[src/rtl/uop_sequencer_if.sv]
// Handshake bundle between decode, the micro-op sequencer and the execute stage.
// The sequencer takes the slave view; decode/execute (or a bench) take the master view.
interface uop_sequencer_if #(
    parameter int UOP_W = 20
);
    logic             feed_req;
    logic             feed_ack;
    logic [UOP_W-1:0] uop_0_in;
    logic [UOP_W-1:0] uop_1_in;
    logic [UOP_W-1:0] uop_2_in;
    logic [1:0]       uop_count;
    logic [UOP_W-1:0] uop_out;
    logic             uop_valid;
    logic             uop_last;
    logic             exec_ready;

    modport slave (
        input  feed_ack, uop_0_in, uop_1_in, uop_2_in, uop_count, exec_ready,
        output feed_req, uop_out, uop_valid, uop_last
    );

    modport master (
        output feed_ack, uop_0_in, uop_1_in, uop_2_in, uop_count, exec_ready,
        input  feed_req, uop_out, uop_valid, uop_last
    );
endinterface

[src/rtl/uop_sequencer.sv]
// Issue controller: buffers one decoded instruction and issues its micro-ops
// (uop_2, uop_1, uop_0) one per cycle to execute, counting retired instructions.
//
//  state   | meaning
//  --------+------------------------------------------------------------
//  S_IDLE  | no instruction buffered; requesting a new one from decode
//  S_ISSUE | instruction buffered; rem = micro-ops left to issue minus one
module uop_sequencer #(
    parameter int UOP_W = 20,
    parameter int CNT_W = 16
) (
    input  logic             clk,
    input  logic             rst,
    input  logic             hold,
    input  logic             flush,
    uop_sequencer_if.slave   bus,
    output logic             busy,
    output logic [CNT_W-1:0] retired
);
    localparam logic [0:0] S_IDLE  = 1'b0;
    localparam logic [0:0] S_ISSUE = 1'b1;

    logic [0:0]       state;
    logic [1:0]       rem;
    logic [UOP_W-1:0] buf0;
    logic [UOP_W-1:0] buf1;
    logic [UOP_W-1:0] buf2;
    logic             in_issue;
    logic             last_pending;
    logic             issue;
    logic             capture;
    logic [1:0]       rem_load;
    logic [UOP_W-1:0] uop_sel;

    assign in_issue     = (state == S_ISSUE);
    assign last_pending = in_issue && (rem == 2'd0);

    // The final issue overlaps the next capture so back-to-back instructions have no bubble.
    assign bus.feed_req  = ~hold & ~flush & (~in_issue | (last_pending & bus.exec_ready));
    assign bus.uop_valid = in_issue & ~hold;
    assign bus.uop_last  = bus.uop_valid & (rem == 2'd0);
    assign bus.uop_out   = uop_sel;
    assign busy          = in_issue;

    assign issue    = bus.uop_valid & bus.exec_ready;
    assign capture  = bus.feed_req & bus.feed_ack;
    assign rem_load = (bus.uop_count == 2'd3) ? 2'd2 : bus.uop_count;

    always_comb begin
        uop_sel = buf0;
        case (rem)
            2'd2:    uop_sel = buf2;
            2'd1:    uop_sel = buf1;
            default: uop_sel = buf0;
        endcase
    end

    always_ff @(posedge clk) begin
        if (rst) begin
            state   <= S_IDLE;
            rem     <= 2'd0;
            buf0    <= '0;
            buf1    <= '0;
            buf2    <= '0;
            retired <= '0;
        end else if (flush) begin
            // Flush overrides hold: the buffered instruction is dropped without retiring.
            state <= S_IDLE;
            rem   <= 2'd0;
        end else if (!hold) begin
            if (issue) begin
                if (rem != 2'd0) begin
                    rem <= rem - 2'd1;
                end else begin
                    retired <= retired + {{(CNT_W-1){1'b0}}, 1'b1};
                    state   <= S_IDLE;
                end
            end
            // Capture is placed last so it overrides the return to idle on a final issue.
            if (capture) begin
                buf0  <= bus.uop_0_in;
                buf1  <= bus.uop_1_in;
                buf2  <= bus.uop_2_in;
                rem   <= rem_load;
                state <= S_ISSUE;
            end
        end
    end
endmodule

[src/flat_wrapper.sv]
// flat-port wrapper written by rule: the top's interface ports become plain ports
module uop_sequencer_flat 
#(
    parameter int UOP_W = 20,
    parameter int CNT_W = 16
)
  (clk, rst, hold, flush, busy, retired, bus_feed_ack, bus_uop_0_in, bus_uop_1_in, bus_uop_2_in, bus_uop_count, bus_exec_ready, bus_feed_req, bus_uop_out, bus_uop_valid, bus_uop_last);
  uop_sequencer_if #(.UOP_W(UOP_W)) bus_i ();
  input  logic clk;
  input  logic rst;
  input  logic hold;
  input  logic flush;
  output logic busy;
  output logic [CNT_W-1:0] retired;
  input wire logic [$bits(bus_i.feed_ack)-1:0] bus_feed_ack;
  input wire logic [$bits(bus_i.uop_0_in)-1:0] bus_uop_0_in;
  input wire logic [$bits(bus_i.uop_1_in)-1:0] bus_uop_1_in;
  input wire logic [$bits(bus_i.uop_2_in)-1:0] bus_uop_2_in;
  input wire logic [$bits(bus_i.uop_count)-1:0] bus_uop_count;
  input wire logic [$bits(bus_i.exec_ready)-1:0] bus_exec_ready;
  output wire logic [$bits(bus_i.feed_req)-1:0] bus_feed_req;
  output wire logic [$bits(bus_i.uop_out)-1:0] bus_uop_out;
  output wire logic [$bits(bus_i.uop_valid)-1:0] bus_uop_valid;
  output wire logic [$bits(bus_i.uop_last)-1:0] bus_uop_last;
  assign bus_i.feed_ack = bus_feed_ack;
  assign bus_i.uop_0_in = bus_uop_0_in;
  assign bus_i.uop_1_in = bus_uop_1_in;
  assign bus_i.uop_2_in = bus_uop_2_in;
  assign bus_i.uop_count = bus_uop_count;
  assign bus_i.exec_ready = bus_exec_ready;
  assign bus_feed_req = bus_i.feed_req;
  assign bus_uop_out = bus_i.uop_out;
  assign bus_uop_valid = bus_i.uop_valid;
  assign bus_uop_last = bus_i.uop_last;
  uop_sequencer #(.UOP_W(UOP_W), .CNT_W(CNT_W)) u_core (.clk(clk), .rst(rst), .hold(hold), .flush(flush), .bus(bus_i), .busy(busy), .retired(retired));
endmodule
[config.mk]
export PLATFORM = sky130hd
export DESIGN_NAME = uop_sequencer_flat
export DESIGN_NICKNAME = d
export VERILOG_FILES = /design/src/rtl/uop_sequencer_if.sv /design/src/rtl/uop_sequencer.sv /design/src/flat_wrapper.sv
export SDC_FILE = /design/constraint.sdc
export NUM_CORES = 1
export LEC_CHECK = 0
export CORE_MARGIN = 10
export CORE_UTILIZATION = 42
export DETAILED_ROUTE_END_ITERATION = 8
export PLACE_DENSITY = 0.75
export SYNTH_ARGS = -nofsm -noshare
export SYNTH_HDL_FRONTEND = slang
export SYNTH_SLANG_ARGS = --single-unit
[constraint.sdc]
create_clock -name clk -period 1.92 [get_ports clk]
set_input_delay 0.288 -clock clk [delete_from_list [all_inputs] [get_ports clk]]
set_output_delay 0.288 -clock clk [all_outputs]
set_load 0.1 [all_outputs]
==> flow_summary_export.csv <==
group,metric,value,unit
run_status,status,"finished, violations left",
run_status,violations,"setup timing",
sta,fin_tns_setup,-2.109,ns
worst_setup_path,required,1.63,ns
worst_setup_path,crit_type,"reg2out",
min_path,hold_path.class,"in2reg",
routing,vias,3518,
cts,cts_buffers,9,
grt,grt_first_pass_wirelength,17340,um
sta,finalHoldViolations,0,
grt,grt_antenna_before_repair,0,
yosys,synth_edf_count,0,
routing,drt-initial-drc-count,181,
flow_run,cap_viol_max_count,0,
floorplan,dieArea,0.01203,sq mm
yosys,syn_area,0.003378,sq mm
yosys,synth_top_area_share,46.81,%
floorplan,row_count,32,
worst_setup_path,critPathMaxFanout,8,
placed_design,place_area,0.005185,sq mm
placed_design,routabilityCongestion,0.8079,
sta,min_period,2.087,ns
sta,finClkSkew,0.01133,ns
grt,grtUsageTotal,18.20,%
cts,ctsHoldBuffers,0,
yosys,ys_async_sr_fraction,0,%
yosys,synthFlopType,"dfxtp_1",
yosys,yosys_warnings,0,
placed_design,hpwl,7697,um
routing,drt_pass1_iterations,4,
cts,ctsHtreeMaxLevel,3,
cts,cts-root-buf,"clkbuf_8",
floorplan,core_area,0.007767,sq mm
yosys,synth_fp_nets,515,
final_layout,fin_nets,642,
sta,final_min_period_over_clock_period,108.7,%
grt,grt_overflow,0,
pwr,leakage,0.002052,uW
worst_setup_path,worst-r2r-cell-count,8,
sta,setup_viol,20,
worst_setup_path,cp-startpoint,"u_core.rem[0]",
sta,holdWs,0.1547,ns
yosys,synthTopCellsByArea,"dfxtp_1, nand2_1, a21oi_1, a22oi_1, clkbuf_1",
final_layout,syn2layout_area_growth,73.63,%
final_layout,layout-drive-gt1-share,30.31,%
yosys,syn_avg_cell_area,7.626,sq um
grt,grt_pass1_vias,3425,
sta,slew-limit-headroom,67.66,%
sta,worst_pin_slew,0.4852,ns
yosys,ys_seq_area_share,46.81,%
pwr,power.density,698.3,mW/mm^2
routing,detail_route.wl_per_cell,17.01,um
routing,detail-route-antenna-nets,0,
worst_setup_path,critical_path_arrival,1.80,ns
worst_setup_path,end_kind,"output port",
yosys,yosysUniqueCellTypes,33,
sta,grt_setup_unrepaired,"yes",
yosys,synth_area_leader_cell,"dfxtp_1",
cts,insertion_delay,0.36,ns
cts,clk_pin_slew,0.08,ns
worst_setup_path,r2r_end,"u_core.retired[9]",
worst_setup_path,reg2reg_from,"u_core.rem[0]",
floorplan,ios,108,
final_layout,final_cell_area,0.005866,sq mm
floorplan,die_w,109.7,um
sta,drv_slew,0,
routing,routed_via_density,5.204,
floorplan,die_y,109.7,um
routing,drc,0,
cts,clock_sinks,79,
worst_setup_path,worst_setup_path_start_kind,"flip-flop",
sta,worst_slack,-0.1668,ns
routing,drt_wl_total,11500,um
final_layout,diodes,0,
worst_setup_path,ff2ff_setup_slack,0.06,ns
placed_design,place.port_buffers,107,
worst_setup_path,worstSetupEndpoint,"bus_uop_out[9]",
cts,cts_tree,"yes",
grt,grt_start_max_net_pins,49,
yosys,syn_inst,443,
pwr,peakVddDrop,0.5022,mV
floorplan,start_util,43.49,%
yosys,yosys.cell_count.top_type,"nand2_1",
sta,fmax,0.4792,GHz
yosys,synth_commonest_cells,"nand2_1, a21oi_1, dfxtp_1",
cts,clock_path_buffers,2,
yosys,synth-seq-cells,79,
[worst min-delay path by stage]
stage               startpoint               to  slack [ns]  cells past startpoint
3_5_place_dp   u_core.buf0[15]  u_core.buf0[15]        0.45                      2
4_1_cts                    rst  u_core.buf2[19]        0.16                      2
6_report                   rst  u_core.buf2[19]        0.15                      2
5_1_grt                    rst  u_core.buf2[19]        0.15                      2
3_3_place_gp   u_core.buf1[12]  u_core.buf1[12]        0.44                      2
2_1_floorplan  bus_uop_0_in[0]   u_core.buf0[0]        0.42                      2
[placed cells by master (no fill, tap or decap), types with 3 or more instances in the layout]
cell               n
nand2_1          126
a21oi_1           70
clkdlybuf4s50_1   66
dfxtp_1           65
buf_4             38
buf_12            31
nor2_1            22
a22oi_2           20
a21oi_4           20
dfxtp_2           12
o21ai_0           10
clkbuf_8          10
or3_1              8
nand3_1            6
buf_6              5
buf_8              5
inv_1              4
xor2_1             4
inv_4              3
nor2_4             3
xnor2_1            3
nand4_1            3
ha_4               3
bufinv_16          3
[metal layers]
metal  share of wire, %  wire length (um)  global-route usage, %  vias up
met5                  0                 0                      0        -
met2                 52              5937                  30.71      105
met3                5.4               623                  4.389       26
met4                3.0               340                  8.086        0
li1                   -                 -                      -     1753
met1                 40              4595                  21.49     1634
[flip-flops by register name (all words and copies together), names as in the netlist]
signal and flops:
u_core.buf0 20, u_core.buf1 20, u_core.buf2 20, u_core.busy 1
u_core.rem 2, u_core.retired 16
[layout make-up]
| class | count | area, sq um |
|---|---|---|
| well taps | 102 | 127.6 |
| clock inverters | 5 | 105.1 |
| fillers | 529 | 1902 |
| inverters | 6 | 27.53 |
| repair buffers | 150 | 1788 |
| clock buffers | 10 | 137.6 |
| multi-input cells | 324 | 2076 |
| flip-flops and latches | 79 | 1604 |
[report_power, final]
part,switching (uW),internal [uW]
registers,30.0,1680
logic,493,388
clock network,612,895
[metrics by stage]
stage	total power, uW	instances	setup slack, ns	util (%)
finish	4096	676	-0.1668	75.52
global route	4226	676	-0.1796	75.52
CTS	4071	673	-0.1051	73.99
detailed placement	2553	643	-0.2077	66.75
global placement	2546	643	-0.1730	66.75
floorplan	2189	443	-0.1171	-
[cell families after synthesis]
group	Yosys count	share of synthesized area [%]
DFF	79	46.81
xor gates and xnor gates	7	1.815
and+or+nand+nor	185	23.63
AOI/OAI and AO/OA	128	21.33
buffers and inverters	40	4.926
adders and majority gates	4	1.482
[worst max-delay path, cell delays in order, from the launching register on]
cell     delay, ns
dfxtp_4       0.37
inv_4         0.08
ha_4          0.21
buf_12        0.13
buf_6         0.13
nor2_1        0.26
a21oi_4       0.07
buf_12        0.18
[timing repair]
action	4_1_cts	5_1_grt
gates cloned	2	2
resized for setup	41	21
pin swaps	14	5
endpoints found under the setup margin	34	34
buffers inserted	13	1
Power figures use the tool's default switching activity.
